==> config.mk <==
export PLATFORM = sky130hd
export DESIGN_NAME = booth_feeder
export DESIGN_NICKNAME = d
export VERILOG_FILES = /design/src/rtl/booth_feeder_pkg.sv /design/src/rtl/booth_feeder_op_fifo.sv /design/src/rtl/booth_feeder.sv
export SDC_FILE = /design/constraint.sdc
export NUM_CORES = 1
export LEC_CHECK = 0
export CAP_MARGIN = 20
export CORE_ASPECT_RATIO = 1.25
export CORE_MARGIN = 8
export CORE_UTILIZATION = 40
export CTS_CLUSTER_DIAMETER = 150
export DETAILED_ROUTE_END_ITERATION = 10
export SYNTH_ARGS = -nofsm -noshare
export SYNTH_HDL_FRONTEND = slang
export SYNTH_HIERARCHICAL = 1
export SYNTH_SLANG_ARGS = --single-unit
==> constraint.sdc <==
create_clock -name clk -period 2.7 [get_ports clk]
set_input_delay 0.81 -clock clk [delete_from_list [all_inputs] [get_ports clk]]
set_output_delay 0.81 -clock clk [all_outputs]
set_load 0.03 [all_outputs]
==> src/rtl/booth_feeder_pkg.sv <==
// Shared constants and FSM encoding for the booth_mult operand feeder.
package booth_feeder_pkg;

  localparam int unsigned DEF_WIDTH = 8;
  localparam int unsigned DEF_DEPTH = 4;

  typedef enum logic [1:0] {
    ST_IDLE    = 2'd0,
    ST_ISSUE   = 2'd1,
    ST_RELEASE = 2'd2
  } state_e;

endpackage

==> src/rtl/booth_feeder_op_fifo.sv <==
// Operand-pair FIFO: power-of-two depth, registered count and ready flag.
module op_fifo
  import booth_feeder_pkg::*;
#(
  parameter int unsigned DW    = 2 * DEF_WIDTH,
  parameter int unsigned DEPTH = DEF_DEPTH
) (
  input  logic                   clk,
  input  logic                   rst_n,
  input  logic                   push_i,
  input  logic                   pop_i,
  input  logic [DW-1:0]          wdata_i,
  output logic [DW-1:0]          head_c,
  output logic [$clog2(DEPTH):0] count_o,
  output logic                   ready_o
);

  localparam int unsigned AW = $clog2(DEPTH);
  localparam int unsigned CW = AW + 1;

  logic [DW-1:0] mem_q [DEPTH];
  logic [AW-1:0] wr_q, wr_d, rd_q, rd_d;
  logic [CW-1:0] count_q, count_d;
  logic          ready_q, ready_d;
  logic          push_ok, pop_ok;

  // Pointers wrap naturally because DEPTH is a power of two.
  always_comb begin
    push_ok = push_i && ready_q;
    pop_ok  = pop_i && (count_q != '0);
    wr_d    = push_ok ? wr_q + AW'(1) : wr_q;
    rd_d    = pop_ok  ? rd_q + AW'(1) : rd_q;
    count_d = count_q + CW'(push_ok) - CW'(pop_ok);
    ready_d = (count_d < CW'(DEPTH));
  end

  always_ff @(posedge clk or negedge rst_n) begin
    if (!rst_n) begin
      wr_q    <= '0;
      rd_q    <= '0;
      count_q <= '0;
      ready_q <= 1'b1;
    end else begin
      wr_q    <= wr_d;
      rd_q    <= rd_d;
      count_q <= count_d;
      ready_q <= ready_d;
    end
  end

  always_ff @(posedge clk) begin
    if (push_ok) mem_q[wr_q] <= wdata_i;
  end

  assign head_c  = mem_q[rd_q];
  assign count_o = count_q;
  assign ready_o = ready_q;

endmodule

==> src/rtl/booth_feeder.sv <==
// Feeds queued operand pairs to booth_mult one at a time and holds each
// product in a result register until downstream accepts it.
module booth_feeder
  import booth_feeder_pkg::*;
#(
  parameter int unsigned WIDTH = DEF_WIDTH,
  parameter int unsigned DEPTH = DEF_DEPTH
) (
  input  logic                   clk,
  input  logic                   rst_n,
  input  logic                   in_valid,
  output logic                   in_ready,
  input  logic [WIDTH-1:0]       in_a,
  input  logic [WIDTH-1:0]       in_b,
  output logic                   mul_en,
  output logic [WIDTH-1:0]       mul_a,
  output logic [WIDTH-1:0]       mul_b,
  input  logic                   mul_done,
  input  logic [2*WIDTH-1:0]     mul_m,
  output logic                   out_valid,
  input  logic                   out_ready,
  output logic [2*WIDTH-1:0]     out_m,
  output logic [$clog2(DEPTH):0] fifo_count,
  output logic [7:0]             result_cnt
);

  localparam int unsigned PW = 2 * WIDTH;

  state_e           state_q, state_d;
  logic             mul_en_q, mul_en_d;
  logic [WIDTH-1:0] mul_a_q, mul_a_d, mul_b_q, mul_b_d;
  logic             out_valid_q, out_valid_d;
  logic [PW-1:0]    out_m_q, out_m_d;
  logic [7:0]       result_cnt_q, result_cnt_d;
  logic             fifo_pop_c;
  logic [PW-1:0]    fifo_head_c;

  op_fifo #(
    .DW    (PW),
    .DEPTH (DEPTH)
  ) u_fifo (
    .clk     (clk),
    .rst_n   (rst_n),
    .push_i  (in_valid),
    .pop_i   (fifo_pop_c),
    .wdata_i ({in_a, in_b}),
    .head_c  (fifo_head_c),
    .count_o (fifo_count),
    .ready_o (in_ready)
  );

  // Next-state and registered-output logic; mul_done only matters in ISSUE.
  always_comb begin
    state_d      = state_q;
    mul_en_d     = mul_en_q;
    mul_a_d      = mul_a_q;
    mul_b_d      = mul_b_q;
    out_valid_d  = out_valid_q;
    out_m_d      = out_m_q;
    result_cnt_d = result_cnt_q;
    fifo_pop_c   = 1'b0;

    if (out_valid_q && out_ready) begin
      out_valid_d  = 1'b0;
      result_cnt_d = result_cnt_q + 8'd1;
    end

    case (state_q)
      ST_IDLE: begin
        if ((fifo_count != '0) && !out_valid_q) begin
          state_d  = ST_ISSUE;
          mul_en_d = 1'b1;
          mul_a_d  = fifo_head_c[PW-1:WIDTH];
          mul_b_d  = fifo_head_c[WIDTH-1:0];
        end
      end
      ST_ISSUE: begin
        if (mul_done) begin
          state_d     = ST_RELEASE;
          mul_en_d    = 1'b0;
          out_m_d     = mul_m;
          out_valid_d = 1'b1;
          fifo_pop_c  = 1'b1;
        end
      end
      ST_RELEASE: begin
        state_d = ST_IDLE;
      end
      default: begin
        state_d  = ST_IDLE;
        mul_en_d = 1'b0;
      end
    endcase
  end

  always_ff @(posedge clk or negedge rst_n) begin
    if (!rst_n) begin
      state_q      <= ST_IDLE;
      mul_en_q     <= 1'b0;
      mul_a_q      <= '0;
      mul_b_q      <= '0;
      out_valid_q  <= 1'b0;
      out_m_q      <= '0;
      result_cnt_q <= '0;
    end else begin
      state_q      <= state_d;
      mul_en_q     <= mul_en_d;
      mul_a_q      <= mul_a_d;
      mul_b_q      <= mul_b_d;
      out_valid_q  <= out_valid_d;
      out_m_q      <= out_m_d;
      result_cnt_q <= result_cnt_d;
    end
  end

  assign mul_en     = mul_en_q;
  assign mul_a      = mul_a_q;
  assign mul_b      = mul_b_q;
  assign out_valid  = out_valid_q;
  assign out_m      = out_m_q;
  assign result_cnt = result_cnt_q;

endmodule

==> impl_metrics.tcl <==
set metrics [dict create \
    drt-total-wl_microns 8520 \
    fillerInstances 904 \
    clkPwrFrac 0.270 \
    hpwl_microns 5480 \
    io_buffers 82 \
    die_w_microns 111 \
    hold_violations 0 \
    ys_ff_latch 116 \
    die_area_sq_mm 0.0149 \
    total_power_mw 7.61 \
    antenna_found_initial 0 \
    worst_setup_path_start_kind "input port" \
    syn_to_final_growth_pct 35.0 \
    crit_arrival_ns 2.84 \
    fin_cells 480 \
    fin_nets 377 \
    fmax_mhz 396 \
    irDropWorstVdd_mv 0.486 \
    ys.flop_type "edfxtp_1" \
    synth_nets 270 \
    synth_area_leaders "edfxtp_1, dfrtp_1, mux2_2, mux4_1, mux4_2" \
    hold_buffers 0 \
    floorplan.rows 43 \
    via_per_inst 4.94 \
    netlist_area_sq_mm 0.00449 \
    yosysUniqueCellTypes 29 \
    cp_cell_sequence "clkdlybuf4s50_1 -> and3b_2 -> o31a_1 -> ha_1 -> inv_1 -> ha_1 -> inv_1 -> fa_2 -> xnor2_2 -> xor2_1" \
    cts_root_buffer "clkbuf_16" \
    cts.path.max_buffers 2 \
    path_class "in2reg" \
    synth.most_common_cell "edfxtp_1" \
    syn-mean-instance-area_sq_um 20.0 \
    cp-startpoint "mul_done" \
    p_leak_nw 2.33 \
    switching_share 0.320 \
    numCtsBuffers 17 \
    ant_nets 0 \
    comb_power_share 0.371 \
    syn_inst 225 \
    register_area_sq_mm 0.00322 \
    dr.pass1.iters 4 \
    power.density_mw_per_mm2 1250 \
    yosys_warnings 6 \
    r2r_setup_slack_ns 0.56 \
    start_util 0.407 \
    status "finished clean" \
    post_cts_resized 0 \
    clk_pin_slew_worst_paths_ns 0.05 \
    finalHoldWorstSlack_ns 0.369 \
    r2r_start "u_fifo/count_o[2]" \
    seqPwrFrac 0.359 \
    cpPeakStageDelay_ns 0.49 \
    n_antenna_cell 0 \
    cts_max_level 4 \
    drive_gt1_frac 0.249 \
    crit_fanout 2 \
    drc 0 \
    grt_max_degree 21 \
    worstMarginPinSlew_ns 0.479 \
    grt.overflow.total 0 \
    slew_violations 0 \
    clk-insertion-delay-late_ns 0.40 \
    synthTopCellsByCount "edfxtp_1, dfrtp_1, mux2_2" \
    grt_pass1_wl_microns 13900 \
    ios 83 \
    cts_sinks 116 \
    period_share 0.936 \
    final_cell_area_sq_mm 0.00606 \
    intPower_mw 5.17 \
    cp-end-kind "flop" \
    drtIter0Drc 78 \
    synth_top_area_frac 0.428 \
    placed_cell_area_sq_mm 0.00552 \
    switching_power_mw 2.43 \
    post-place-ws_ns -0.187 \
    slowest_stage "clkdlybuf4s50_1" \
    dp_cells 448 \
    synth_edf_count 64 \
    core_region_area_sq_mm 0.0110 \
    synth_top_area_cell "edfxtp_1" \
    dieHeight_microns 134 \
    multi_input_area_sq_mm 0.00119 \
    maxCapViolCount 0 \
    cts_tree "built" \
    clock_skew_ns 0.00741 \
    worstPathRequired_ns 3.02 \
    async_flop_share 0.448 \
    grt_pass1_vias 2668 \
    slew-limit-headroom 0.681 \
    min_period_ns 2.53 \
    routabilityCongestion 0.689 \
    final_util 0.550 \
    post-cts-setup-buffer-count 0 \
    setup_ws_ns 0.173 \
    setup-violations-final 0 \
    rsz0062_at_grt "false" \
    track_usage 0.122 \
    fin_setup_tns_ns 0 \
    via_count 2371 \
    yosysSeqAreaShare 0.718 \
    routedWlPerCell_microns 17.8 \
    min_path_type "in2async" \
]
power by group through the flow:
stage	clock [mW]	sequential (mW)	combinational, mW
finish	2.05	2.73	2.83
global route	2.18	2.80	3.03
CTS	2.10	2.74	2.90
detailed placement	0	2.77	2.88
global placement	0	2.75	2.85
floorplan	0	3.37	1.21
final timing paths:
check | end | depth (start not counted)
max | u_fifo/ready_o | 10
min | out_m[12] | 1
max reg2reg | u_fifo/ready_o | 8
min reg2reg | result_cnt[7] | 1
max in group asynchronous | u_fifo/ready_o | 2
min in group clk | result_cnt[7] | 1
cell type report:
type	instances	area share
Clock buffer	25	0.0768
Timing Repair Buffer	95	0.151
Clock inverter	7	0.0134
Sequential cell	116	0.532
Multi-Input combinational cell	96	0.196
Tap cell	135	0.0279
Inverter	6	0.00372
cell families (layout without fill, tap and decap cells):
kind of cell,after synthesis,count (layout),synth area share
adder cells (fa/ha/maj),8,8,0.0240
XOR/XNOR,13,13,0.0253
AND/OR/NAND/NOR,20,20,0.0318
flip-flops,116,116,0.718
multiplexers,50,50,0.172
AO/OA/AOI/OAI,5,5,0.00864
buffers and inverters,13,133,0.0203
per-layer routing:
| metal | global-route usage | routed length [microns] | part of all wire | vias up |
|---|---|---|---|---|
| li1 | - | - | - | 1087 |
| met1 | 0.132 | 3570 | 0.42 | 1206 |
| met2 | 0.205 | 4350 | 0.51 | 71 |
| met3 | 0.0510 | 505 | 0.059 | 7 |
| met4 | 0.0564 | 99 | 0.012 | 0 |
| met5 | 0 | 0 | 0 | - |
flip-flops by register name, summed over array words and instances (netlist names):
| signal | cells |
|---|---|
| u_fifo/ready_o | 1 |
| out_m | 16 |
| u_fifo/wr_q | 2 |
| mul_en | 1 |
| u_fifo/rd_q | 2 |
| result_cnt | 8 |
| u_fifo/mem_q | 64 |
| out_valid | 1 |
| state_q | 2 |
| mul_a | 8 |
| mul_b | 8 |
| u_fifo/count_o | 3 |
worst max-delay path, delay by kind of cell:
family / cells / cell delay (ns)
adder cells (fa/ha/maj): 3 / 0.71
buffers and inverters: 3 / 0.60
XOR/XNOR: 2 / 0.38
AND/OR/NAND/NOR: 1 / 0.19
AO/OA/AOI/OAI: 1 / 0.15
cell usage in the layout (no fill, tap or decap), drive strengths merged, types with 3 or more instances in the layout:
| master | n |
|---|---|
| nand4 | 4 |
| inv | 6 |
| xor2 | 3 |
| buf | 14 |
| dfrtp | 51 |
| clkinv | 5 |
| edfxtp | 64 |
| mux2 | 34 |
| xnor2 | 10 |
| mux4 | 16 |
| nand2 | 3 |
| ha | 7 |
| and3 | 5 |
| clkdlybuf4s50 | 81 |
| clkbuf | 25 |
No activity file was read; power rests on OpenSTA's default activity.
